### src/rtl/bcd_scan_display.sv
// Two-digit multiplexed 7-segment driver for a packed BCD count. The count is captured once per
// scan frame so both digits always come from the same value.
module bcd_scan_display #(
    parameter int unsigned SCAN_DIV = 4
) (
    input  logic       clk_i,
    input  logic       reset_ni,
    input  logic [7:0] bcd_in_i,
    input  logic       blank_lead_i,
    output logic [6:0] seg_o,
    output logic [1:0] an_o,
    output logic       err_o
);

    localparam int unsigned CntW = (SCAN_DIV > 1) ? $clog2(SCAN_DIV) : 1;
    localparam logic [CntW-1:0] CntMax = CntW'(SCAN_DIV - 1);

    logic [CntW-1:0] div_q, div_d;
    logic            dsel_q, dsel_d;
    logic [7:0]      frame_q, frame_d;
    logic [6:0]      seg_q, seg_d;
    logic [1:0]      an_q, an_d;
    logic            err_q, err_d;
    logic            tick;
    logic [3:0]      nibble;

    function automatic logic [6:0] seg_decode(input logic [3:0] d);
        logic [6:0] s;
        unique case (d)
            4'd0:    s = 7'h3F;
            4'd1:    s = 7'h06;
            4'd2:    s = 7'h5B;
            4'd3:    s = 7'h4F;
            4'd4:    s = 7'h66;
            4'd5:    s = 7'h6D;
            4'd6:    s = 7'h7D;
            4'd7:    s = 7'h07;
            4'd8:    s = 7'h7F;
            4'd9:    s = 7'h6F;
            default: s = 7'h40;
        endcase
        return s;
    endfunction

    assign tick = (div_q == CntMax);

    always_comb begin
        div_d   = tick ? '0 : div_q + 1'b1;
        dsel_d  = dsel_q;
        frame_d = frame_q;
        seg_d   = seg_q;
        an_d    = an_q;
        err_d   = err_q;
        // The ones digit at frame start comes straight from the fresh sample, not the old frame.
        nibble  = dsel_q ? bcd_in_i[3:0] : frame_q[7:4];
        if (tick) begin
            dsel_d = ~dsel_q;
            if (dsel_q) begin
                frame_d = bcd_in_i;
                err_d   = (bcd_in_i[7:4] > 4'd9) | (bcd_in_i[3:0] > 4'd9);
                an_d    = 2'b01;
                seg_d   = seg_decode(nibble);
            end else if (blank_lead_i && frame_q[7:4] == 4'd0) begin
                an_d  = 2'b00;
                seg_d = 7'h00;
            end else begin
                an_d  = 2'b10;
                seg_d = seg_decode(nibble);
            end
        end
    end

    always_ff @(posedge clk_i or negedge reset_ni) begin
        if (!reset_ni) begin
            div_q   <= '0;
            dsel_q  <= 1'b1;
            frame_q <= 8'h00;
            seg_q   <= 7'h00;
            an_q    <= 2'b00;
            err_q   <= 1'b0;
        end else begin
            div_q   <= div_d;
            dsel_q  <= dsel_d;
            frame_q <= frame_d;
            seg_q   <= seg_d;
            an_q    <= an_d;
            err_q   <= err_d;
        end
    end

    assign seg_o = seg_q;
    assign an_o  = an_q;
    assign err_o = err_q;

endmodule

### config.mk
export PLATFORM = sky130hd
export DESIGN_NAME = bcd_scan_display
export DESIGN_NICKNAME = d
export VERILOG_FILES = /design/src/rtl/bcd_scan_display.sv
export SDC_FILE = /design/constraint.sdc
export NUM_CORES = 1
export LEC_CHECK = 0
export CAP_MARGIN = 10
export CORE_MARGIN = 2
export CORE_UTILIZATION = 48
export DETAILED_ROUTE_END_ITERATION = 6
export PLACE_DENSITY = 0.8
export SYNTH_ARGS = -nofsm -noshare
export SYNTH_HDL_FRONTEND = slang
export SYNTH_SLANG_ARGS = --single-unit
### constraint.sdc
create_clock -name clk_i -period 3.1 [get_ports clk_i]
set_input_delay 0.31 -clock clk_i [delete_from_list [all_inputs] [get_ports clk_i]]
set_output_delay 0.31 -clock clk_i [all_outputs]
set_load 0.005 [all_outputs]
Yosys cells after proc, flatten, opt, wreduce, memory -nomap -nowiden
Memory sizes are Yosys's and may differ from the RTL's. Cells that the tools add are included.

Register bits after elaboration: 21. Bits in latches: 0. RAM bits: 0. Memory bits (read-only): 224. Bits of input ports: 11. Logic and storage cells: 23. Memories kept: 2.

$add $sub $neg: 1. Multipliers: 0. Divide/modulo/power cells: 0. Magnitude comparators: 2. Equality and inequality tests: 1. Shifts and indexed selects: 0. Multiplexer cells: 6. Bitwise logic cells: 2. Reductions and logical operators: 3.

Memories: (name not given) (words 16, width 7, read ports 1, clocked after Yosys merged registers in 0, wr ports 0, line 29) `unique case (d)`; (name not given) (words 16, width 7, read ports 1, clocked after Yosys merged registers in 0, wr ports 0, line 29).

Operators by type and width (count): $mux 7 (2); $gt 4x4->1 const B (2); $mux 2 (3); $logic_not 4->1 (1); $mux 4 (1); $add 2x1->2 const B (1); $eq 2x2->1 const B (1); $reduce_and 2->1 (1); $logic_and 1x1->1 (1); $not 1->1 (1); $or 1x1->1 (1).

Depth between registers and ports, before layout
Gate-level depths: netlist of run 1.

Depth in word-level cells: 4. Mapped depth: 8. Gate-level depth less buffers: 7.

Least setup slack after synthesis of run 1
OpenSTA, ideal clock, no wires.

Path type: reg-to-reg. Start: reg dsel_q. End: reg seg_q[3] (netlist: seg_o[3]). Arrival time: 2.077 ns. Data required time: 3.018 ns. Slack: 0.941 ns. Stages on the path, launching flop included: 9. Buffers on the path: 1. Period minus slack after synthesis: 2.159 ns. Cell sequence: dfstp_2 buf_2 mux2i_1 inv_1 ha_1 nor2b_1 a2111oi_0 a31oi_1 o22ai_1.

Word-level cells in the longest chain between the ends: 4.

RTL lines: from (decl) (line 19) `logic dsel_q, dsel_d;`; from (signal assigned) (line 83) `dsel_q <= dsel_d;`; $mux 4 (line 55) `nibble = dsel_q ? bcd_in_i[3:0] : frame_q[7:4];`; $mem_v2 16x7; $mux 7 (line 63) `end else if (blank_lead_i && frame_q[7:4] == 4'd0) begin`; $mux 7 (*) (line 58) `if (dsel_q) begin`; to (signal assigned) (line 85) `seg_q <= seg_d;`; to (decl) (line 21) `logic [6:0] seg_q, seg_d;`.

Every way passes the cells marked *; elsewhere a longest branch is shown, timed or not. A chain may end at the register's enable or synchronous reset.

Final worst setup path of run 1
Ends and elaborated chain as after synthesis.

==> impl_metrics.ini, run 1 <==
[outcome]
run_status = finished clean

[critical_path]
crit_path_start_kind = flop
crit_path_end = seg_o[3]
critical_path_rt_ps = 3310
cpPeakStageDelay_ps = 690
cp_max_delay_cell = sky130_fd_sc_hd__dfstp_2
worst_r2r_startpoint = dsel_q
critical_path.cell_chain = mux2i_1 > inv_1 > ha_1 > nor2b_1 > a2111oi_0 > a31oi_1 > o22ai_1
first_element_of_the_critical_path = dsel_q
crit_fanout = 12
r2r_slack_ps = 780
timing.critical_path.arrival_ps = 2520
worst_r2r_path_depth = 7
critical_path_class = flop to flop
r2r-end = seg_o[3]
timing.critical_path.to_type = flop

[clock_network]
cts-hold-fix-buffers = 0
cts_num_sinks = 17
post_cts_resized = 0
cts_tree = yes
worstSkewPairLatency_ps = 290
clkSlewWorstSetupHoldPaths_ps = 90
cts_inserted_buffers = 3
ctsHtreeMaxLevel = 1
cts.path.max_buffers = 2
post-cts-setup-buffer-count = 0
cts.root.buffer_cell = sky130_fd_sc_hd__clkbuf_4

[final_layout]
syn_to_layout_area_delta_pct = 27.2
ff_latch_area_um2 = 427
multi_input_area_um2 = 460
layout-drive-gt1-share_pct = 11.0
layout.filler_cells = 147
nNetsFinal = 127
fin_cells = 134
insertedDiodeCount = 0

[drt]
met2_wire_length_um = 792
avgViaCountPerCell = 5.33
drt-met1-wl_um = 914
postRouteAntennaNets = 0
remaining_drc_errors = 0
drt_pass1_iterations = 4
dr_total_vias = 714
dr_wl_met3_um = 56
detailed_router_s_first_iteration_violation_count = 13
wirelength_um = 1840
highest_layer = met4
avgRoutedWirePerCell_um = 13.7

[place]
routabilityCongestion = 0.837
dpl.hpwl_um = 1380
io_buffer_count = 20
placed_cells_incl_taps = 130

[grt]
via_count_of_the_first_global_routing_pass = 705
first_pass_grt_wire_length_um = 3070
grt_remaining_overflow = 0
number_of_antenna_violations_at_the_first_check_in_global_routing = 0
track_usage_pct = 20.0
maximum_number_of_pins_on_one_net_before_global_route_repair = 18

[yosys]
synth_area_per_cell_um2 = 10.5
synth.area.top_cells = sky130_fd_sc_hd__dfrtp_1, sky130_fd_sc_hd__ha_1, sky130_fd_sc_hd__mux2_2
synth-seq-cells = 17
syn-instance-count = 87
synth_seq_area_share_pct = 46.6
post_synth_num_cell_types = 25
post_synth_instance_area_um2 = 915
yosysWarnings = 0
postSynthNetCount = 104
synth.largest_area_cell = sky130_fd_sc_hd__dfrtp_1
netlist.area_leader.share_pct = 43.8

[floorplan]
ports = 21
rows = 15
floorplan.die_area_um2 = 2270
start_util_pct = 51.8
core_area_um2 = 1760
dieHeight_um = 47.7
die_w_um = 47.7

[timing]
fin_setup_tns_ps = 0
clock-skew-final_ps = 6.37
max_freq_mhz = 431
rsz_0062_raised_after_global_routing = false
timing.final.hold_violations = 0
final_max_slew_viols = 0
report.final.setup_viol = 0
post-route-period-util_pct = 74.8
worst-slew-pin-transition_ps = 742
final_period_minus_worst_setup_slack_ps = 2320
worst_slew_margin_rel_pct = 50.4

[power]
worst_ir_drop_vdd_uv = 244
cellPowerDensity_nw_per_um2 = 369
p_leak_nw = 0.497

[worst_hold_path]
hold_path_class = primary input to async pin

[run]
drv_cap = 0
[critical path, delay by kind of cell, from the launching register on]
family	cells	cell delay, ps
AO/OA/AOI/OAI	3	640
adder cells (fa/ha/maj)	1	210
buffers and inverters	1	120
flip-flops	1	690
multiplexers	1	440
AND/OR/NAND/NOR	1	120
[stage by stage]
step                      area, um2  worst slack (ps)  utilization [%]  hold WS [ps]  total power, W
after floorplan                 915               941                -          14.4        0.000275
after global placement         1140               911             64.5           415        0.000316
after detailed placement       1140               816             64.5           434        0.000318
after CTS                      1160               785             66.0           447        0.000438
after global routing           1160               510             66.0           476        0.000457
final                          1160               782             66.0           446        0.000429
[kinds of logic (layout without fill, tap and decap cells)]
kind of cell    Yosys count  count (layout)  synth area share [%]
compound gates           25              25                  17.4
xor+xnor                  1               1                 0.958
fa+ha+maj                 6               6                  8.21
buf+inv                   7              29                  3.01
flops                    17              17                  46.6
mux                      12              12                  14.0
simple gates             19              19                  9.85
[cell usage after synthesis, drive strengths merged]
cell / count
nor2: 6
a21oi: 8
clkbuf: 1
a21o: 1
or3: 1
ha: 6
inv: 5
dfstp: 1
dfrtp: 16
a31o: 1
buf: 1
a31oi: 2
o2bb2ai: 2
o211ai: 1
or4b: 1
o22ai: 1
o31ai: 2
o21ai: 5
xor2: 1
nand2: 9
mux2: 6
a41o: 1
nor2b: 2
mux2i: 6
a2111oi: 1
[report_power, final]
group | switching (W) | internal, W | total (W) | leakage [nW]
combinational | 0.0000298 | 0.0000423 | 0.0000721 | 0.286
clock | 0.0000659 | 0.0000501 | 0.000116 | 0.0150
sequential | 0.00000810 | 0.000233 | 0.000241 | 0.196
total | 0.000104 | 0.000325 | 0.000429 | 0.497
[cell usage in the layout, fill, tap and decap left out]
cell                              Yosys  routed
sky130_fd_sc_hd__inv_1                5       5
sky130_fd_sc_hd__nand2_1              9       9
sky130_fd_sc_hd__a21oi_1              8       8
sky130_fd_sc_hd__a2111oi_0            1       1
sky130_fd_sc_hd__dfrtp_1             16      16
sky130_fd_sc_hd__a21o_1               1       1
sky130_fd_sc_hd__clkbuf_1             1       1
sky130_fd_sc_hd__o211ai_1             1       1
sky130_fd_sc_hd__xor2_1               1       1
sky130_fd_sc_hd__mux2i_1              6       6
sky130_fd_sc_hd__dfstp_2              1       1
sky130_fd_sc_hd__o21ai_0              5       5
sky130_fd_sc_hd__clkdlybuf4s50_1      0      20
sky130_fd_sc_hd__a31oi_1              2       2
sky130_fd_sc_hd__nor2_1               6       6
sky130_fd_sc_hd__mux2_2               6       6
sky130_fd_sc_hd__clkbuf_4             0       3
sky130_fd_sc_hd__a31o_2               1       1
sky130_fd_sc_hd__or3_4                1       1
sky130_fd_sc_hd__o31ai_1              2       2
sky130_fd_sc_hd__o2bb2ai_1            2       2
sky130_fd_sc_hd__or4b_1               1       1
sky130_fd_sc_hd__a41o_1               1       1
sky130_fd_sc_hd__o22ai_1              1       1
sky130_fd_sc_hd__ha_1                 6       6
sky130_fd_sc_hd__nor2b_1              2       2
[sequential cells by signal, summed over array words and instances (netlist names)]
signal   cells
dsel_q       1
an_o         2
err_o        1
div_q        2
frame_q      4
seg_o        7
[metal layers]
layer	track usage, %	vias up
li1	-	358
met1	27.3	335
met2	28.9	15
met3	3.40	6
met4	13.5	0
met5	0	-
[cell type report]
| type | count | share of cell area, % |
|---|---|---|
| multi-input combinational | 63 | 39.6 |
| inverter | 5 | 1.61 |
| sequential | 17 | 36.7 |
| tap | 25 | 2.69 |
| clock buffer | 4 | 2.26 |
| timing repair buffer | 20 | 17.2 |
[worst min path at each step]
stage / from / endpoint / slack [ps] / cells after the start
floorplan: reset_ni / an_o[0] / 10 / 0
detailed placement: div_q[0] / div_q[0] / 430 / 1
global placement: div_q[0] / div_q[0] / 410 / 1
global route: div_q[0] / div_q[0] / 480 / 1
finish: reset_ni / an_o[0] / 450 / 1
CTS: div_q[0] / div_q[0] / 450 / 1
Power figures use the tool's default switching activity.
==> inputs of run 2 (changes only) <==
CORE_UTILIZATION = 43   (was 48)
PLACE_DENSITY = 0.76   (was 0.8)
clock period = 2.02 ns   (was 3.1 ns; I/O delays follow)
==> run 2 against run 1 <==
Compared with the run above: largest cell class unchanged; combinational power up 68%; largest power group unchanged; global-route usage fell by 1.8 points; clock power up 54%.
==> impl_metrics.ini, run 2 (synthesis results as in run 1) <==
[outcome]
run_status = finished clean

[place]
dpl.hpwl_um = 1510
post-place-ws_ps = 92.7
routabilityCongestion = 0.841
io_buffer_count = 20

[timing]
timing.final.hold_violations = 0
rsz_0062_raised_after_global_routing = false
post-route-period-util_pct = 94.0
worst_slew_margin_rel_pct = 73.8
post-route-worst-setup-slack_ps = 122
max_freq_mhz = 527
fin_setup_tns_ps = 0
final_period_minus_worst_setup_slack_ps = 1900
clock-skew-final_ps = 4.57
worst-slew-pin-transition_ps = 392
report.final.setup_viol = 0
final_max_slew_viols = 0

[critical_path]
critical_path.cell_chain = mux2i_4 > inv_1 > ha_1 > nor2b_1 > a2111oi_1 > a31oi_1 > o22ai_1
critical_path_rt_ps = 2230
crit_fanout = 3
critical_path.top_delay_family = flip-flops
cp_max_delay_cell = sky130_fd_sc_hd__dfstp_2
crit_path_start_kind = flop
cpPeakStageDelay_ps = 600
timing.critical_path.arrival_ps = 2110
timing.critical_path.to_type = flop
timing.critical_path.buf_inv = 1
critical_path_class = flop to flop

[power]
cellPowerDensity_nw_per_um2 = 550
p_leak_nw = 0.527
worst_ir_drop_vdd_uv = 476

[grt]
track_usage_pct = 18.2
number_of_antenna_violations_at_the_first_check_in_global_routing = 0
grt_remaining_overflow = 0
via_count_of_the_first_global_routing_pass = 735
first_pass_grt_wire_length_um = 3400
maximum_number_of_pins_on_one_net_before_global_route_repair = 11

[floorplan]
dieHeight_um = 50.1
die_w_um = 50.1
floorplan.die_area_um2 = 2510
ports = 21
rows = 16
start_util_pct = 46.1
core_area_um2 = 1980

[final_layout]
largest_reg_flops = 7
layout-drive-gt1-share_pct = 16.7
syn_to_layout_area_delta_pct = 33.5
nNetsFinal = 132
final_common_cell = sky130_fd_sc_hd__clkdlybuf4s50_1
insertedDiodeCount = 0
most-common-layout-cells = sky130_fd_sc_hd__clkdlybuf4s50_1, sky130_fd_sc_hd__dfrtp_1, sky130_fd_sc_hd__nand2_1

[drt]
detailed_router_s_first_iteration_violation_count = 21
drt_pass1_iterations = 4
dr_total_vias = 757
postRouteAntennaNets = 0
wirelength_um = 1970
avgViaCountPerCell = 5.37
remaining_drc_errors = 0
avgRoutedWirePerCell_um = 14.0

[clock_network]
ctsHtreeMaxLevel = 1
worstSkewPairLatency_ps = 290
cts_num_sinks = 17
cts.path.max_buffers = 2
post-cts-setup-buffer-count = 0
cts_inserted_buffers = 3
clkSlewWorstSetupHoldPaths_ps = 90
cts-hold-fix-buffers = 0
post_cts_resized = 0
cts_tree = yes
cts.root.buffer_cell = sky130_fd_sc_hd__clkbuf_4

[run]
drv_cap = 0

[worst_hold_path]
hold_path_class = primary input to async pin
[run 2: routing by layer]
layer | up-vias | wire (um) | GRT usage (%)
met4 | 0 | 38 | 7.41
met5 | - | 0 | 0
met3 | 8 | 100 | 6.06
met1 | 356 | 931 | 24.0
li1 | 368 | - | -
met2 | 25 | 903 | 27.2
[run 2: power by group]
part           internal [W]  switching [W]  total [W]
Sequential         0.000357      0.0000131   0.000370
Clock             0.0000768       0.000102   0.000179
Combinational     0.0000710      0.0000504   0.000121
Total              0.000505       0.000166   0.000671
[run 2: per-stage QoR]
step                      util (%)  std cells  total power (W)  hold WS (ps)  area, um2
after floorplan                  -         87         0.000423         -93.6        930
after global placement        60.0        137         0.000493           413       1190
after detailed placement      60.0        137         0.000496           419       1190
after CTS                     61.4        141         0.000676           209       1220
after global routing          61.6        141         0.000710           225       1220
final                         61.6        141         0.000671           191       1220
[run 2: worst paths after layout]
check	start	end	slack, ps	cells after the start
setup / recovery	dsel_q	seg_o[3]	120	7
hold / removal	reset_ni	frame_q[7]	190	1
setup reg to reg	dsel_q	seg_o[3]	120	7
hold reg to reg	div_q[0]	div_q[0]	430	1
max in group asynchronous	reset_ni	div_q[0]	1360	2
min in group clk_i	div_q[0]	div_q[0]	430	1
[run 2: final cells by class]
class,count,area [um2]
fill,171,761
inverter,5,18.8
sequential,17,427
tap,27,33.8
multi-input combinational,63,478
timing repair buffer,25,238
clock buffer,4,26.3
==> edit (settings of run 2) <==
Make the reset (`reset_ni`) synchronous in one clocked block.
--- a/src/rtl/bcd_scan_display.sv
+++ b/src/rtl/bcd_scan_display.sv
@@ -72,3 +72,3 @@
 
-    always_ff @(posedge clk_i or negedge reset_ni) begin
+    always_ff @(posedge clk_i) begin
         if (!reset_ni) begin
Behaviour: differs if reset_ni is asserted again (counterexample within 10 cycles, from zero or initial values and one cycle with reset_ni low); with reset_ni held inactive, the same outputs for 10 cycles.
==> edit against run 2 <==
  * Power up 3.3%
  * Sequential cell count unchanged
  * Global-route usage down 3.1 points
  * Setup slack better by 0.12 ns
  * Final area down 9.0%
  * Worst hold slack better by 0.24 ns
  * Synthesized area down 6.6%
  * Sequential power down 1%
  * Wire length down 24%
==> edit: results (changes against run 2) <==
Detailed routing
  – Met1 wire length: 678 um (-27%)
  – Pre-antenna DRT Iters: 3 (-1)
  – Drt wl/cell: 10.8 um (-23%)
  – Vias per inst: 4.97 (-7.4%)
  – Highest metal used: met4
  – Initial drt markers: 13 (-38%)
  – Met2 Routed Length: 742 um (-18%)
  – Met3 wire len: 49 um (-51%)

Synthesis
  – Asr flop ratio synth: 0% (-100 points)
  – Yosys cell types: 32 (+28%)
  – Top cells by count, synth: 17 x dfxtp_1, 12 x nand2_1, 6 x ha_1, 6 x o21ai_0
  – Post-synth top flop: dfxtp_1
  – Post-synth net total: 106 (+1.9%)
  – Post-synthesis sequential area ratio: 39.8% (-6.8 points)
  – Top post-synthesis cells by area: dfxtp_1 40%, ha_1 8.8%, nand2_1 5.3%
  – Mapped Cells: 89 (+2.3%)

Critical path
  – Critical-path maximum fanout: 4 (+1)
  – R2r startpoint: dsel_q$_SDFFE_PN1N_
  – R2r endpoint: seg_o[6]$_SDFFE_PN0N_
  – R2r setup slk: 0.24 ns (+0.12 ns)
  – CP arrival: 2.00 ns (-0.11 ns)

GRT
  – GRT Util Overall: 15.1% (-3.1 points)
  – Number of global-route vias before repair: 682 (-7.2%)
  – First-pass GRT wire length: 2820 um (-17%)
  – Largest net degree at the start of global routing: 13 (+2)

Cells and area
  – Ratio of cells with drive above 1 in the final layout: 11.6% (-5.1 points)
  – Nets: 130 (-1.5%)
  – Cell Count, Final, Fillers Out: 139 (-1.4%)

Hold path
  – Min-delay worst type: flip-flop to flip-flop

Run status
  – Status: completed

Pwr
  – NetSw: 182 uW (+9.4%)
  – Leakage: 0.467 nW (-11%)
  – Peak supply drop: 0.418 mV (-12%)

Timing
  – Hold slack: 0.431 ns (+0.241 ns)
  – Worst clock skew: 0.00740 ns (+0.00283 ns)
  – Slew HR: 69.7% (-4.0 points)

Place
  – DP Wirelength: 1230 um (-19%)
  – Placed instance area: 1080 um2 (-8.8%)
  – Placer Congestion: 0.748 (-11%)

Clock network
  – H-tree levels: 1 (unchanged)
edit: cells by family after synthesis:
| group | share of synthesized area, % |
|---|---|
| fa+ha+maj | 8.78 |
| flops | 39.8 |
| compound gates | 19.8 |
| buf+inv | 3.95 |
| simple gates | 18.3 |
| mux | 9.37 |
edit: per-layer routing:
layer	vias up	track usage, %
met5	-	0
met4	0	7.14
met3	2	2.78
met2	15	26.2
met1	304	18.1
li1	370	-
edit: power by group through the flow:
stage | Clock (mW) | Sequential, mW | Combinational, mW
6_report | 0.184 | 0.366 | 0.144
5_1_grt | 0.211 | 0.368 | 0.164
4_1_cts | 0.194 | 0.366 | 0.146
3_5_place_dp | 0 | 0.374 | 0.145
3_3_place_gp | 0 | 0.373 | 0.142
2_1_floorplan | 0 | 0.373 | 0.0867
edit: stage by stage:
stage	util [%]	setup WS [ns]
2_1_floorplan	-	0.270
4_1_cts	57.8	0.213
3_5_place_dp	56.4	0.109
5_1_grt	57.8	0.0489
3_3_place_gp	56.4	0.204
6_report	57.8	0.244
edit: how the worst max path moves through the flow:
stage               slack [ns]                     to  cells after the start                 from
floorplan                 0.27  seg_o[6]$_SDFFE_PN0N_                      7  dsel_q$_SDFFE_PN1N_
global placement          0.20  seg_o[6]$_SDFFE_PN0N_                      7          bcd_in_i[0]
detailed placement        0.11  seg_o[6]$_SDFFE_PN0N_                      7          bcd_in_i[0]
CTS                       0.21  seg_o[6]$_SDFFE_PN0N_                      7  dsel_q$_SDFFE_PN1N_
global route              0.05  seg_o[6]$_SDFFE_PN0N_                      7  dsel_q$_SDFFE_PN1N_
finish                    0.24  seg_o[6]$_SDFFE_PN0N_                      7  dsel_q$_SDFFE_PN1N_
edit: final cells by class:
class	count	area, um2
repair buffers	23	223
clock buffers	4	26.3
multi-input cells	66	480
well taps	27	33.8
flip-flops and latches	17	340
fillers	181	811
inverters	2	7.51
edit: worst max-delay path, cell delays in order (launching register included):
cell and delay, ns:
dfxtp_1 0.38, buf_4 0.17, mux2i_1 0.35, inv_1 0.11
ha_1 0.19, and2_1 0.14, a211o_1 0.22, a31oi_1 0.15
